--- config.mk ---
export PLATFORM = sky130hd
export DESIGN_NAME = chip8_alu_sequencer
export DESIGN_NICKNAME = d
export VERILOG_FILES = /design/src/rtl/chip8_pkg.sv /design/src/rtl/chip8_8xy_decode.sv /design/src/rtl/chip8_alu_sequencer.sv
export SDC_FILE = /design/constraint.sdc
export NUM_CORES = 1
export LEC_CHECK = 0
export BUFFER_PORTS_ARGS = -buffer_cell sky130_fd_sc_hd__buf_2
export CELL_PAD_IN_SITES_DETAIL_PLACEMENT = 0
export CELL_PAD_IN_SITES_GLOBAL_PLACEMENT = 1
export CORE_AREA = 2 2 76 78
export CTS_CLUSTER_SIZE = 16
export DETAILED_ROUTE_END_ITERATION = 8
export DIE_AREA = 0 0 78 80
export PLACE_DENSITY = 0.74
export SLEW_MARGIN = 20
export SYNTH_ARGS = -nofsm -noshare
export SYNTH_HDL_FRONTEND = slang
export SYNTH_SLANG_ARGS = --single-unit
--- constraint.sdc ---
create_clock -name clk -period 1.9 [get_ports clk]
set_input_delay 0.285 -clock clk [delete_from_list [all_inputs] [get_ports clk]]
set_output_delay 0.285 -clock clk [all_outputs]
set_load 0.05 [all_outputs]
--- src/rtl/chip8_pkg.sv ---
// Shared CHIP-8 definitions: ALU op codes, VF index, 8XYN sequencer state
// encoding and opcode field slice helpers.
package chip8_pkg;

  localparam int unsigned OPC_W  = 16;
  localparam int unsigned NIB_W  = 4;
  localparam int unsigned DATA_W = 8;

  // ALU op codes (the N nibble of 8XYN)
  localparam logic [NIB_W-1:0] ALU_LD  = 4'h0;
  localparam logic [NIB_W-1:0] ALU_OR  = 4'h1;
  localparam logic [NIB_W-1:0] ALU_AND = 4'h2;
  localparam logic [NIB_W-1:0] ALU_XOR = 4'h3;
  localparam logic [NIB_W-1:0] ALU_ADD = 4'h4;
  localparam logic [NIB_W-1:0] ALU_SUB = 4'h5;
  localparam logic [NIB_W-1:0] ALU_SHR = 4'h6;
  localparam logic [NIB_W-1:0] ALU_RSB = 4'h7;
  localparam logic [NIB_W-1:0] ALU_SHL = 4'hE;

  // Opcode class of the 8XYN group
  localparam logic [NIB_W-1:0] OPC_CLASS_ALU = 4'h8;

  // Flag register index
  localparam logic [NIB_W-1:0] C8_VF_IDX = 4'hF;

  typedef enum logic [2:0] {
    ST_IDLE = 3'd0,
    ST_READ = 3'd1,
    ST_EXEC = 3'd2,
    ST_WB_X = 3'd3,
    ST_WB_F = 3'd4,
    ST_DONE = 3'd5
  } seq_state_e;

  function automatic logic [NIB_W-1:0] op_class(input logic [OPC_W-1:0] opc);
    return opc[15:12];
  endfunction

  function automatic logic [NIB_W-1:0] op_x(input logic [OPC_W-1:0] opc);
    return opc[11:8];
  endfunction

  function automatic logic [NIB_W-1:0] op_y(input logic [OPC_W-1:0] opc);
    return opc[7:4];
  endfunction

  function automatic logic [NIB_W-1:0] op_n(input logic [OPC_W-1:0] opc);
    return opc[3:0];
  endfunction

endpackage

--- src/rtl/chip8_8xy_decode.sv ---
// Combinational 8XYN decoder: splits the opcode into x/y/n and classifies it.
// Ports: opcode in; x, y, n fields out; legal (supported 8XYN);
// needs_vf_reset (logic op that also clears VF, only with
// CHIP8_QUIRK_VF_RESET_EN defined).
module chip8_8xy_decode
  import chip8_pkg::*;
(
  input  logic [OPC_W-1:0] opcode,
  output logic [NIB_W-1:0] x,
  output logic [NIB_W-1:0] y,
  output logic [NIB_W-1:0] n,
  output logic             legal,
  output logic             needs_vf_reset
);

  always_comb begin
    x              = op_x(opcode);
    y              = op_y(opcode);
    n              = op_n(opcode);
    legal          = 1'b0;
    needs_vf_reset = 1'b0;
    if (op_class(opcode) == OPC_CLASS_ALU) begin
      case (op_n(opcode))
        ALU_LD, ALU_OR, ALU_AND, ALU_XOR,
        ALU_ADD, ALU_SUB, ALU_SHR, ALU_RSB, ALU_SHL: legal = 1'b1;
        default:                                    legal = 1'b0;
      endcase
    end
`ifdef CHIP8_QUIRK_VF_RESET_EN
    // COSMAC VIP: OR/AND/XOR clobber VF with 0
    needs_vf_reset = legal && ((op_n(opcode) == ALU_OR) ||
                               (op_n(opcode) == ALU_AND) ||
                               (op_n(opcode) == ALU_XOR));
`endif
  end

endmodule

--- src/rtl/chip8_alu_sequencer.sv ---
// Sequences one CHIP-8 8XYN instruction: read Vx/Vy, drive the shared ALU,
// write back Vx and then (if the op sets it) VF, then pulse done.
// Ports: clk, rst_n (async active-low); start/opcode request; busy, done,
// illegal status; rf_raddr_a/b + rf_rdata_a/b V-file reads (1-cycle
// latency); rf_we/rf_waddr/rf_wdata V-file write; alu_a/alu_b/alu_op to and
// alu_out/alu_vf_we/alu_flag from the ALU.
// Option: CHIP8_QUIRK_VF_RESET_EN makes OR/AND/XOR also write VF=0.
// alu_a/alu_b/alu_op are gated combinationally from the state register so
// that read data reaches the ALU in the EXEC cycle itself.
module chip8_alu_sequencer
  import chip8_pkg::*;
#(
  parameter int unsigned      RF_RD_LAT = 1,
  parameter logic [NIB_W-1:0] VF_IDX    = C8_VF_IDX
) (
  input  logic              clk,
  input  logic              rst_n,
  input  logic              start,
  input  logic [OPC_W-1:0]  opcode,
  output logic              busy,
  output logic              done,
  output logic              illegal,
  output logic [NIB_W-1:0]  rf_raddr_a,
  output logic [NIB_W-1:0]  rf_raddr_b,
  input  logic [DATA_W-1:0] rf_rdata_a,
  input  logic [DATA_W-1:0] rf_rdata_b,
  output logic              rf_we,
  output logic [NIB_W-1:0]  rf_waddr,
  output logic [DATA_W-1:0] rf_wdata,
  output logic [DATA_W-1:0] alu_a,
  output logic [DATA_W-1:0] alu_b,
  output logic [NIB_W-1:0]  alu_op,
  input  logic [DATA_W-1:0] alu_out,
  input  logic              alu_vf_we,
  input  logic              alu_flag
);

  seq_state_e state_q, state_d;

  logic [NIB_W-1:0]  x_q, x_d, y_q, y_d, n_q, n_d;
  logic              vfr_q, vfr_d;
  logic [DATA_W-1:0] result_q, result_d;
  logic              flag_q, flag_d;
  logic              fwe_q, fwe_d;
  logic              busy_q, busy_d;
  logic              done_q, done_d;
  logic              illegal_q, illegal_d;
  logic [NIB_W-1:0]  raddr_a_q, raddr_a_d, raddr_b_q, raddr_b_d;
  logic              we_q, we_d;
  logic [NIB_W-1:0]  waddr_q, waddr_d;
  logic [DATA_W-1:0] wdata_q, wdata_d;

  logic [NIB_W-1:0]  dec_x, dec_y, dec_n;
  logic              dec_legal, dec_vfr;

  chip8_8xy_decode u_decode (
    .opcode         (opcode),
    .x              (dec_x),
    .y              (dec_y),
    .n              (dec_n),
    .legal          (dec_legal),
    .needs_vf_reset (dec_vfr)
  );

  // Only single-cycle register-file reads are supported
  rf_rd_lat_chk: assert property (@(posedge clk) RF_RD_LAT == 1);

  // State and registered outputs
  always_ff @(posedge clk or negedge rst_n) begin
    if (!rst_n) begin
      state_q   <= ST_IDLE;
      x_q       <= '0;
      y_q       <= '0;
      n_q       <= '0;
      vfr_q     <= 1'b0;
      result_q  <= '0;
      flag_q    <= 1'b0;
      fwe_q     <= 1'b0;
      busy_q    <= 1'b0;
      done_q    <= 1'b0;
      illegal_q <= 1'b0;
      raddr_a_q <= '0;
      raddr_b_q <= '0;
      we_q      <= 1'b0;
      waddr_q   <= '0;
      wdata_q   <= '0;
    end else begin
      state_q   <= state_d;
      x_q       <= x_d;
      y_q       <= y_d;
      n_q       <= n_d;
      vfr_q     <= vfr_d;
      result_q  <= result_d;
      flag_q    <= flag_d;
      fwe_q     <= fwe_d;
      busy_q    <= busy_d;
      done_q    <= done_d;
      illegal_q <= illegal_d;
      raddr_a_q <= raddr_a_d;
      raddr_b_q <= raddr_b_d;
      we_q      <= we_d;
      waddr_q   <= waddr_d;
      wdata_q   <= wdata_d;
    end
  end

  // Next state, datapath captures, and next values of registered outputs
  always_comb begin
    state_d   = state_q;
    x_d       = x_q;
    y_d       = y_q;
    n_d       = n_q;
    vfr_d     = vfr_q;
    result_d  = result_q;
    flag_d    = flag_q;
    fwe_d     = fwe_q;
    illegal_d = 1'b0;

    case (state_q)
      ST_IDLE: begin
        if (start) begin
          x_d   = dec_x;
          y_d   = dec_y;
          n_d   = dec_n;
          vfr_d = dec_vfr;
          if (dec_legal) begin
            state_d = ST_READ;
          end else begin
            state_d   = ST_DONE;
            illegal_d = 1'b1;
          end
        end
      end
      ST_READ: state_d = ST_EXEC;
      ST_EXEC: begin
        result_d = alu_out;
        flag_d   = vfr_q ? 1'b0 : alu_flag;
        fwe_d    = alu_vf_we | vfr_q;
        state_d  = ST_WB_X;
      end
      ST_WB_X: state_d = fwe_q ? ST_WB_F : ST_DONE;
      ST_WB_F: state_d = ST_DONE;
      ST_DONE: state_d = ST_IDLE;
      default: state_d = ST_IDLE;
    endcase

    // Outputs are registered, so they are derived from the next state
    busy_d    = (state_d != ST_IDLE);
    done_d    = (state_d == ST_DONE);
    raddr_a_d = '0;
    raddr_b_d = '0;
    if ((state_d == ST_READ) || (state_d == ST_EXEC)) begin
      raddr_a_d = x_d;
      raddr_b_d = y_d;
    end
    we_d    = 1'b0;
    waddr_d = '0;
    wdata_d = '0;
    if (state_d == ST_WB_X) begin
      we_d    = 1'b1;
      waddr_d = x_d;
      wdata_d = result_d;
    end else if (state_d == ST_WB_F) begin
      we_d    = 1'b1;
      waddr_d = VF_IDX;
      wdata_d = {{(DATA_W-1){1'b0}}, flag_d};
    end
  end

  // ALU operands are held at zero outside EXEC
  assign alu_a  = (state_q == ST_EXEC) ? rf_rdata_a : '0;
  assign alu_b  = (state_q == ST_EXEC) ? rf_rdata_b : '0;
  assign alu_op = (state_q == ST_EXEC) ? n_q : '0;

  assign busy       = busy_q;
  assign done       = done_q;
  assign illegal    = illegal_q;
  assign rf_raddr_a = raddr_a_q;
  assign rf_raddr_b = raddr_b_q;
  assign rf_we      = we_q;
  assign rf_waddr   = waddr_q;
  assign rf_wdata   = wdata_q;

endmodule

==> results.ini, run 1 <==
[sta]
maxSlewViolCount = 0
final-hold-violation-count = 2
clock_skew_ps = 4.49
final-setup-viol-count = 0
whs_ps = -2.29
slew_headroom_pct = 39.9
rsz0062_at_grt = no
clock.fmax_mhz = 555
period_share_pct = 94.9
min_period_ps = 1800
finalSetupTns_ps = 0
worstMarginPinSlew_ps = 898

[setup_path]
cp_data_arrival_time_ps = 1520
slowest_delay_ps = 570
path_class = register to primary output
cp-endpoint = alu_b[2]
crit_path_max_fanout = 16
reg2reg_from = state_q[0]$_DFF_PN0_
r2r_setup_slack_ps = 210
cp-start-kind = register
end_kind = primary output
cp_cell_sequence = nor2_4 > and2_1 > buf_2
cp_data_required_time_ps = 1620
reg2reg_depth = 3
startpoint = state_q[0]$_DFF_PN0_
r2r_end = done$_DFF_PN0_
critPathSlowestCell = dfrtp_2

[cts]
h-tree-depth = 2
cts_tree = done
clk_pin_slew_ps = 80
numCtsBuffers = 5
cts.sinks = 41
clk_latency_ps = 290
clock_path_buffers = 2
holdBufCountCts = 0
cts_root_buffer = clkbuf_8

[pwr]
power_uw = 4470
cellPowerDensity_nw_per_um2 = 1800
irDropWorstVdd_mv = 0.713
p_leak_uw = 0.00131

[floorplan]
die-area_um2 = 6240
initial_utilization_pct = 32.5
die_y_um = 80
io_pins = 89
die_w_um = 78
rows = 27
core_um2 = 5410

[placement]
place_area_um2 = 2300
gp_congestion = 0.757
dp_hpwl_um = 3030
dp_cells = 305
port_buffers = 88

[global_route]
globalRouteOverflowTotal = 0
grt_use_total_pct = 14.0
grt_pass1_wl_um = 6710
antenna_found_initial = 0
grt_start_max_net_pins = 29
first_global_vias = 1362

[routing]
vias = 1398
drt-initial-drc-count = 78
drc_errors = 0
routed_via_density = 4.42
finalWirelength_um = 4270
wl_per_cell_um = 13.5
dr.pass1.iters = 4
ant_nets = 0

[synth]
synth-main-ff-cell = dfrtp_1
ys_async_sr_fraction_pct = 100
syn_area_per_cell_um2 = 12.1
seq_area_frac_synth_pct = 58.4
synth_warnings = 0
synth_cell_types = 30
synth_seq_cells = 41
synth-edff-count = 0
synth_area_um2 = 1760
synth_nets = 190
syn-instance-count = 145

[outcome]
violations = negative hold slack
status = finished, violations left

[layout]
fin_nets = 288
num_antenna_cells = 0
fill_cells = 548
instances_no_fill = 316
final_common_cell = buf_2
final_cell_mix = 76 x buf_2, 40 x dfrtp_1, 29 x and2_1
fin_area_um2 = 2490
post-route-util_pct = 46.0
final_layout_size_suffix_gt1_share_pct = 48.8
area_delta_synth_final_pct = 41.6

[flow_run]
drv_cap = 0

[min_path]
hold_class = input pin to async pin

==> critical path: cells and delay by family (launching register included) <==
family        cells  cell delay (ps)
flops             1              570
simple gates      2              390
buf+inv           1              250
==> per-stage QoR <==
stage | setup WS [ps] | hold WS [ps]
after global placement | 161 | 339
after global routing | 9.48 | 35.6
after floorplan | 185 | -10.6
final | 97.0 | -2.29
after detailed placement | 136 | 334
after CTS | 5.94 | 16.3
==> synth_stat cells (all sizes together) (2+ instances only) <==
cell type / n / area, um^2
a211oi: 8 / 60.1
a21oi: 6 / 30.0
and2: 29 / 181
buf: 6 / 45.0
clkbuf: 3 / 11.3
dfrtp: 41 / 1030
inv: 9 / 33.8
mux2: 6 / 67.6
mux2i: 9 / 90.1
nand2: 2 / 7.51
nand2b: 7 / 43.8
nor2: 4 / 22.5
nor4b: 2 / 32.5
==> how the worst min path moves through the flow <==
stage | startpoint | endpoint | slack [ps]
floorplan | rst_n | busy$_DFF_PN0_ | -10
global placement | rst_n | rf_raddr_b[3]$_DFF_PN0_ | 340
detailed placement | rst_n | y_q[3]$_DFF_PN0_ | 330
CTS | rst_n | y_q[3]$_DFF_PN0_ | 20
global route | rst_n | rf_raddr_b[3]$_DFF_PN0_ | 40
finish | rst_n | y_q[3]$_DFF_PN0_ | -2
==> registers in the layout, indices dropped and copies added (netlist names) <==
register    count
busy            1
rf_waddr        4
rf_we           1
fwe_q           1
illegal         1
n_q             4
rf_raddr_a      4
rf_wdata        8
y_q             4
done            1
rf_raddr_b      4
state_q         3
x_q             4
flag_q          1
==> layout make-up <==
type / count / area, um^2 / share of cell area (%)
clock buffer: 7 / 86.3 / 3.47
clock inverter: 1 / 30.0 / 1.21
inverter: 9 / 33.8 / 1.36
multi-input combinational: 89 / 683 / 27.5
sequential: 41 / 1030 / 41.3
tap: 72 / 90.1 / 3.62
timing repair buffer: 97 / 538 / 21.6
==> layer usage <==
metal / part of all wire [%] / global-route usage, % / routed length, um
met5: 0 / 0 / 0
met4: 2.0 / 5.44 / 84
met2: 46 / 21.7 / 1970
met1: 46 / 18.6 / 1950
met3: 6.0 / 3.85 / 258
==> repair_timing <==
item                       4_1_cts  5_1_grt
pin swaps                        2        1
setup endpoints to repair       20       20
gates resized for setup         11        7
gates cloned                     3        0
setup buffers                    0        0
==> power by group <==
part,total [uW],switching [uW],internal (uW)
clock,722,293,428
sequential,1410,200,1210
combinational,2330,1580,752
total,4470,2070,2390
==> kinds of logic (layout without fill, tap and decap cells) <==
group | count (synthesis) | in the layout | synth area share (%)
AOI/OAI and AO/OA | 20 | 20 | 8.26
and+or+nand+nor | 50 | 53 | 18.8
muxes | 15 | 15 | 8.97
xor gates and xnor gates | 1 | 1 | 0.498
buffers and inverters | 18 | 114 | 5.12
DFF | 41 | 41 | 58.4
No activity file was read; power rests on OpenSTA's default activity.
==> inputs of run 2 (changes only) <==
ABC_AREA = 1   (was not set)
CORE_AREA = 2 2 79 81   (was 2 2 76 78)
DIE_AREA = 0 0 81 83   (was 0 0 78 80)
PLACE_DENSITY = 0.72   (was 0.74)
==> results.ini, run 2 <==
[placement]
gp_congestion = 0.776  ; was 0.757
port_buffers = 88  ; unchanged
dp_hpwl_um = 2920  ; was 3030 um

[layout]
final_layout_size_suffix_gt1_share_pct = 43.4  ; was 48.8%
num_antenna_cells = 0  ; unchanged
final_common_cell = buf_2  ; unchanged
largest_register_ffs = 8  ; unchanged
area_delta_synth_final_pct = 39.0  ; was 41.6%
post-route-util_pct = 42.1  ; was 46.0%
fill_cells = 619  ; was 548
fin_nets = 334  ; was 288
final_cell_mix = 71 x buf_2, 49 x inv_1, 41 x dfrtp_1  ; was 76 x buf_2, 40 x dfrtp_1, 29 x and2_1

[floorplan]
core_um2 = 5820  ; was 5410 um^2
die-area_um2 = 6720  ; was 6240 um^2
rows = 28  ; was 27
die_w_um = 81  ; was 78 um
io_pins = 89  ; unchanged
die_y_um = 83  ; was 80 um
initial_utilization_pct = 30.2  ; was 32.5%

[pwr]
power_uw = 4180  ; was 4470 uW
cellPowerDensity_nw_per_um2 = 1710  ; was 1800 nW/um^2
p_leak_uw = 0.00148  ; was 0.00131 uW
irDropWorstVdd_mv = 0.629  ; was 0.713 mV

[cts]
post_cts_buffers = 0  ; unchanged
cts.sinks = 41  ; unchanged
numCtsBuffers = 5  ; unchanged
clock_path_buffers = 2  ; unchanged
clk_pin_slew_ps = 70  ; was 80 ps
clk_latency_ps = 290  ; about the same
h-tree-depth = 2  ; unchanged
cts_root_buffer = clkbuf_8  ; unchanged
cts_tree = done  ; unchanged

[setup_path]
cp_data_required_time_ps = 1620  ; about the same
reg2reg_depth = 8  ; was 3
cp_data_arrival_time_ps = 1510  ; was 1520 ps
cp-start-kind = register  ; unchanged
crit_path_max_fanout = 16  ; unchanged
critPathSlowestCell = dfrtp_1  ; was dfrtp_2
end_kind = primary output  ; unchanged
slowest_delay_ps = 430  ; was 570 ps
path_class = register to primary output  ; unchanged
reg2reg_from = state_q[1]$_DFF_PN0_  ; was state_q[0]$_DFF_PN0_
cp_cell_sequence = inv_1 > nand3_2 > buf_6 > nor2_1 > buf_2  ; was nor2_4 > and2_1 > buf_2
startpoint = state_q[2]$_DFF_PN0_  ; was state_q[0]$_DFF_PN0_

[synth]
syn-instance-count = 197  ; was 145
synth_seq_cells = 41  ; unchanged
ys_async_sr_fraction_pct = 100  ; unchanged
yosysTopAreaCellShare_pct = 58.3  ; was 58.4%
synth_nets = 242  ; was 190
yosysTopAreaCell = dfrtp_1  ; unchanged
yosysMostFrequentCell = inv_1  ; was dfrtp_1
synth_warnings = 0  ; unchanged
synth_cell_types = 21  ; was 30
synth_area_leaders = dfrtp_1 58%, inv_1 10%, nor2_1 8.1%, o21ai_2 5.0%, nand2_1 4.7%  ; was dfrtp_1 58%, and2_1 10%, mux2i_1 5.1%, mux2_2 3.8%, a211oi_1 3.4%
synth-edff-count = 0  ; unchanged
synthTopCellsByCount = 49 x inv_1, 41 x dfrtp_1, 38 x nor2_1  ; was 41 x dfrtp_1, 29 x and2_1, 9 x inv_1, 9 x mux2i_1, 8 x a211oi_1
seq_area_frac_synth_pct = 58.3  ; was 58.4%
syn_area_per_cell_um2 = 8.93  ; was 12.1 um^2
synth-main-ff-cell = dfrtp_1  ; unchanged
synth_area_um2 = 1760  ; about the same

[routing]
drc_errors = 0  ; unchanged
wl_per_cell_um = 10.7  ; was 13.5 um
dr.pass1.iters = 4  ; unchanged
drt-initial-drc-count = 82  ; was 78
ant_nets = 0  ; unchanged
finalWirelength_um = 3910  ; was 4270 um
vias = 1433  ; was 1,398
routed_via_density = 3.93  ; was 4.42

[global_route]
grt_pass1_wl_um = 6550  ; was 6710 um
grt_use_total_pct = 12.6  ; was 14.0%
grt_use_met1_pct = 15.0  ; was 18.6%
busiest_layer = met2  ; unchanged
first_global_vias = 1462  ; was 1,362
antenna_found_initial = 0  ; unchanged
met2_usage_pct = 20.7  ; was 21.7%
use_met3_pct = 3.04  ; was 3.85%
globalRouteOverflowTotal = 0  ; unchanged
grt_start_max_net_pins = 42  ; was 29

[sta]
whs_ps = 45.7  ; was -2.29 ps
period_share_pct = 94.3  ; was 94.9%
worstMarginPinSlew_ps = 504  ; was 898 ps
clock_skew_ps = 5.88  ; was 4.49 ps
slew_headroom_pct = 66.4  ; was 39.9%
final-setup-viol-count = 0  ; unchanged
final-hold-violation-count = 0  ; was 2
finalSetupTns_ps = 0  ; unchanged
min_period_ps = 1790  ; was 1800 ps
rsz0062_at_grt = no  ; unchanged
clock.fmax_mhz = 558  ; was 555 MHz
maxSlewViolCount = 0  ; unchanged

[flow_run]
drv_cap = 0  ; unchanged

[min_path]
hold_class = input pin to async pin  ; unchanged

[outcome]
status = finished, final reports clean  ; was finished, violations left

## run 2: layer usage
| metal | up-vias | share of wire, % |
|---|---|---|
| met5 | - | 0 |
| met4 | 0 | 3.2 |
| met3 | 11 | 5.6 |
| met2 | 43 | 52 |
| met1 | 629 | 40 |
| li1 | 750 | - |
## run 2: where the power goes
group,switching (uW),leakage (uW),internal (uW)
clock network,295,0.0000574,427
logic,1580,0.000906,565
registers,112,0.000513,1210
total,1980,0.00148,2200
## run 2: critical path, delay by kind of cell, from the launching register on
kind / cells / cell delay (ps)
DFF: 1 / 430
and+or+nand+nor: 2 / 230
buffers and inverters: 3 / 570
## run 2: kinds of logic after synthesis
family	share of synthesized area, %
and+or+nand+nor	20.9
buffers and inverters	13.2
DFF	58.3
AOI/OAI and AO/OA	7.54
## run 2: repair_timing
action,in CTS,in global routing
resized for setup,0,27
endpoints found under the setup margin,0,20
endpoints found under the hold margin,0,0
hold buffers,0,0
## run 2: final timing paths
path	slack, ps	end
worst max-delay path	110	alu_a[3]
worst min-delay path	50	rf_wdata[6]$_DFF_PN0_
worst max register to register	260	rf_raddr_a[3]$_DFF_PN0_
worst min register to register	490	fwe_q$_DFFE_PN0N_
max in group asynchronous	1510	state_q[2]$_DFF_PN0_
min in group clk	190	fwe_q$_DFFE_PN0N_
## run 2: layout make-up
cell class              count  area (um^2)  area share, %
clock inverters             2         37.5           1.53
well taps                  75         93.8           3.84
clock buffers               6         82.6           3.38
multi-input cells         100          505           20.7
inverters                  50          188           7.67
repair buffers             91          513           21.0
flip-flops and latches     41         1030           41.9
## run 2: metrics by stage
stage	std cells	instance area (um^2)	setup slack, ps
after detailed placement	357	2270	266
after global placement	357	2270	296
after global routing	365	2450	10.2
after CTS	365	2390	32.0
final	365	2450	108
after floorplan	197	1760	26.8
==> inputs of run 3 (changes only) <==
CORE_AREA = 2 2 101 64   (was 2 2 79 81)
DIE_AREA = 0 0 103 66   (was 0 0 81 83)
==> results.ini, run 3 (synthesized netlist as in run 2, its figures left out) <==
[outcome]
status = finished, final reports clean  ; unchanged

[cts]
cts.sinks = 41  ; unchanged
cts_tree = done  ; unchanged
numCtsBuffers = 5  ; unchanged
clock_path_buffers = 2  ; unchanged
h-tree-depth = 2  ; unchanged
clk_latency_ps = 290  ; about the same
cts_root_buffer = clkbuf_8  ; unchanged
clk_pin_slew_ps = 70  ; about the same

[sta]
min_period_ps = 1800  ; was 1790 ps
finalSetupTns_ps = 0  ; unchanged
clock_skew_ps = 2.84  ; was 5.88 ps
period_share_pct = 94.7  ; was 94.3%
rsz0062_at_grt = yes  ; was no
slew_headroom_pct = 76.5  ; was 66.4%
final-hold-violation-count = 0  ; unchanged
final-setup-viol-count = 0  ; unchanged
clock.fmax_mhz = 556  ; was 558 MHz
maxSlewViolCount = 0  ; unchanged
worstMarginPinSlew_ps = 352  ; was 504 ps

[routing]
vias = 1428  ; was 1,433
drc_errors = 0  ; unchanged
finalWirelength_um = 4100  ; was 3910 um
drt-initial-drc-count = 30  ; was 82
ant_nets = 0  ; unchanged
wl_per_cell_um = 10.8  ; was 10.7 um
dr.pass1.iters = 4  ; unchanged
routed_via_density = 3.78  ; was 3.93

[global_route]
antenna_found_initial = 0  ; unchanged
first_global_vias = 1286  ; was 1,462
grt_start_max_net_pins = 17  ; was 42
grt_use_total_pct = 11.9  ; was 12.6%
grt_pass1_wl_um = 6110  ; was 6550 um
globalRouteOverflowTotal = 0  ; unchanged

[min_path]
hold_end = rf_wdata[7]$_DFF_PN0_
hold_class = input pin to register  ; was input pin to async pin
holdPathStages = 3
min_from = alu_out[7]

[pwr]
p_int_uw = 2100  ; was 2200 uW
power.share.clock_pct = 15.1  ; was 17.3%
power_uw = 4080  ; was 4180 uW
cellPowerDensity_nw_per_um2 = 1670  ; was 1710 nW/um^2
switching_power_uw = 1980  ; about the same
sw_frac_of_total_pct = 48.5  ; was 47.4%
irDropWorstVdd_mv = 0.647  ; was 0.629 mV
p_comb_share_pct = 52.6  ; was 51.2%
p_leak_uw = 0.00149  ; was 0.00148 uW
pwr-share-seq_pct = 32.3  ; was 31.5%

[setup_path]
r2r_setup_slack_ps = 420  ; was 260 ps
end_kind = primary output  ; unchanged
path_class = register to primary output  ; unchanged
reg2reg_from = state_q[1]$_DFF_PN0_  ; unchanged
reg2reg_depth = 8  ; unchanged
crit_path_max_fanout = 13  ; was 16
cp-start-kind = register  ; unchanged
r2r_end = rf_raddr_a[1]$_DFF_PN0_  ; was rf_raddr_a[3]$_DFF_PN0_
cp_data_arrival_time_ps = 1510  ; about the same
cp_data_required_time_ps = 1620  ; about the same

[flow_run]
drv_cap = 0  ; unchanged

[floorplan]
die_y_um = 66  ; was 83 um
io_pins = 89  ; unchanged
die_w_um = 103  ; was 81 um
core_um2 = 5890  ; was 5820 um^2
die-area_um2 = 6800  ; was 6720 um^2
rows = 22  ; was 28
initial_utilization_pct = 29.9  ; was 30.2%

[layout]
final_common_cell = buf_2  ; unchanged
area_delta_synth_final_pct = 39.3  ; was 39.0%
fill_cells = 619  ; unchanged
final_cell_mix = 76 x buf_2, 49 x inv_1, 41 x dfrtp_1  ; was 71 x buf_2, 49 x inv_1, 41 x dfrtp_1
num_antenna_cells = 0  ; unchanged
final_layout_size_suffix_gt1_share_pct = 43.5  ; was 43.4%
post-route-util_pct = 41.6  ; was 42.1%
fin_nets = 338  ; was 334
largest_register_ffs = 8  ; unchanged

[placement]
gp_congestion = 0.774  ; was 0.776
port_buffers = 88  ; unchanged
dp_hpwl_um = 3150  ; was 2920 um

==> run 3: cell types whose count changed in the layout (fill, tap and decap cells not counted) <==
| cell | before | now |
|---|---|---|
| nand3_1 | 2 | 3 |
| clkbuf_8 | 6 | 7 |
| dlygate4sd3_1 | 0 | 1 |
| nand3_2 | 2 | 1 |
| clkinv_2 | 0 | 1 |
| bufinv_16 | 1 | 0 |
| clkinvlp_4 | 1 | 0 |
| buf_2 | 71 | 76 |
| buf_6 | 2 | 1 |
| clkbuf_4 | 10 | 9 |
==> run 3: layout make-up <==
cell class / instances / area (um^2) / area share (%)
timing repair buffer: 95 / 529 / 21.6
clock buffer: 7 / 96.3 / 3.93
inverter: 50 / 188 / 7.66
multi-input combinational: 100 / 500 / 20.4
clock inverter: 1 / 5.00 / 0.204
sequential: 41 / 1030 / 41.9
tap: 84 / 105 / 4.29
==> run 3: routing by layer <==
metal	global-route usage (%)	share of wire [%]
met1	16.5	49
met2	17.4	42
met3	4.86	8.5
met4	2.47	0.24
met5	0	0
==> run 3: stage by stage <==
step           worst slack (ps)  hold slack (ps)  std cells  instance area, um^2
2_1_floorplan              26.8            -10.6        197                 1760
3_3_place_gp                447              201        369                 2300
4_1_cts                    86.6              190        378                 2420
6_report                    101              200        378                 2450
5_1_grt                   -12.6              194        378                 2450
3_5_place_dp                409              204        369                 2300
==> run 3: critical path, cell delays in order (launching register included) <==
cell	delay, ps
dfrtp_1	430
inv_1	90
nand3_1	130
buf_4	230
nor2_1	90
buf_2	260
==> run 3: repair_timing <==
| action | in CTS | in global routing |
|---|---|---|
| endpoints found under the setup margin | 0 | 12 |
| hold buffers | 1 | 0 |
| buffers inserted | 0 | 0 |
| endpoints found under the hold margin | 13 | 0 |
| resized for setup | 0 | 16 |
==> run 3: worst max-delay path by stage <==
stage | start | end | depth (start not counted) | slack, ps
final | state_q[2]$_DFF_PN0_ | alu_a[7] | 5 | 100
after global routing | state_q[0]$_DFF_PN0_ | alu_a[1] | 5 | -10
after CTS | state_q[2]$_DFF_PN0_ | alu_b[4] | 5 | 90
after detailed placement | state_q[2]$_DFF_PN0_ | alu_b[4] | 5 | 410
after global placement | state_q[1]$_DFF_PN0_ | rf_waddr[0]$_DFF_PN0_ | 6 | 450
after floorplan | state_q[2]$_DFF_PN0_ | alu_op[0] | 5 | 30
==> run 3: power by group through the flow <==
| stage | clock network [uW] | logic [uW] | registers [uW] |
|---|---|---|---|
| floorplan | 0 | 1140 | 1840 |
| global placement | 0 | 2130 | 1330 |
| detailed placement | 0 | 2140 | 1330 |
| CTS | 637 | 2150 | 1320 |
| global route | 676 | 2350 | 1350 |
| finish | 617 | 2150 | 1320 |
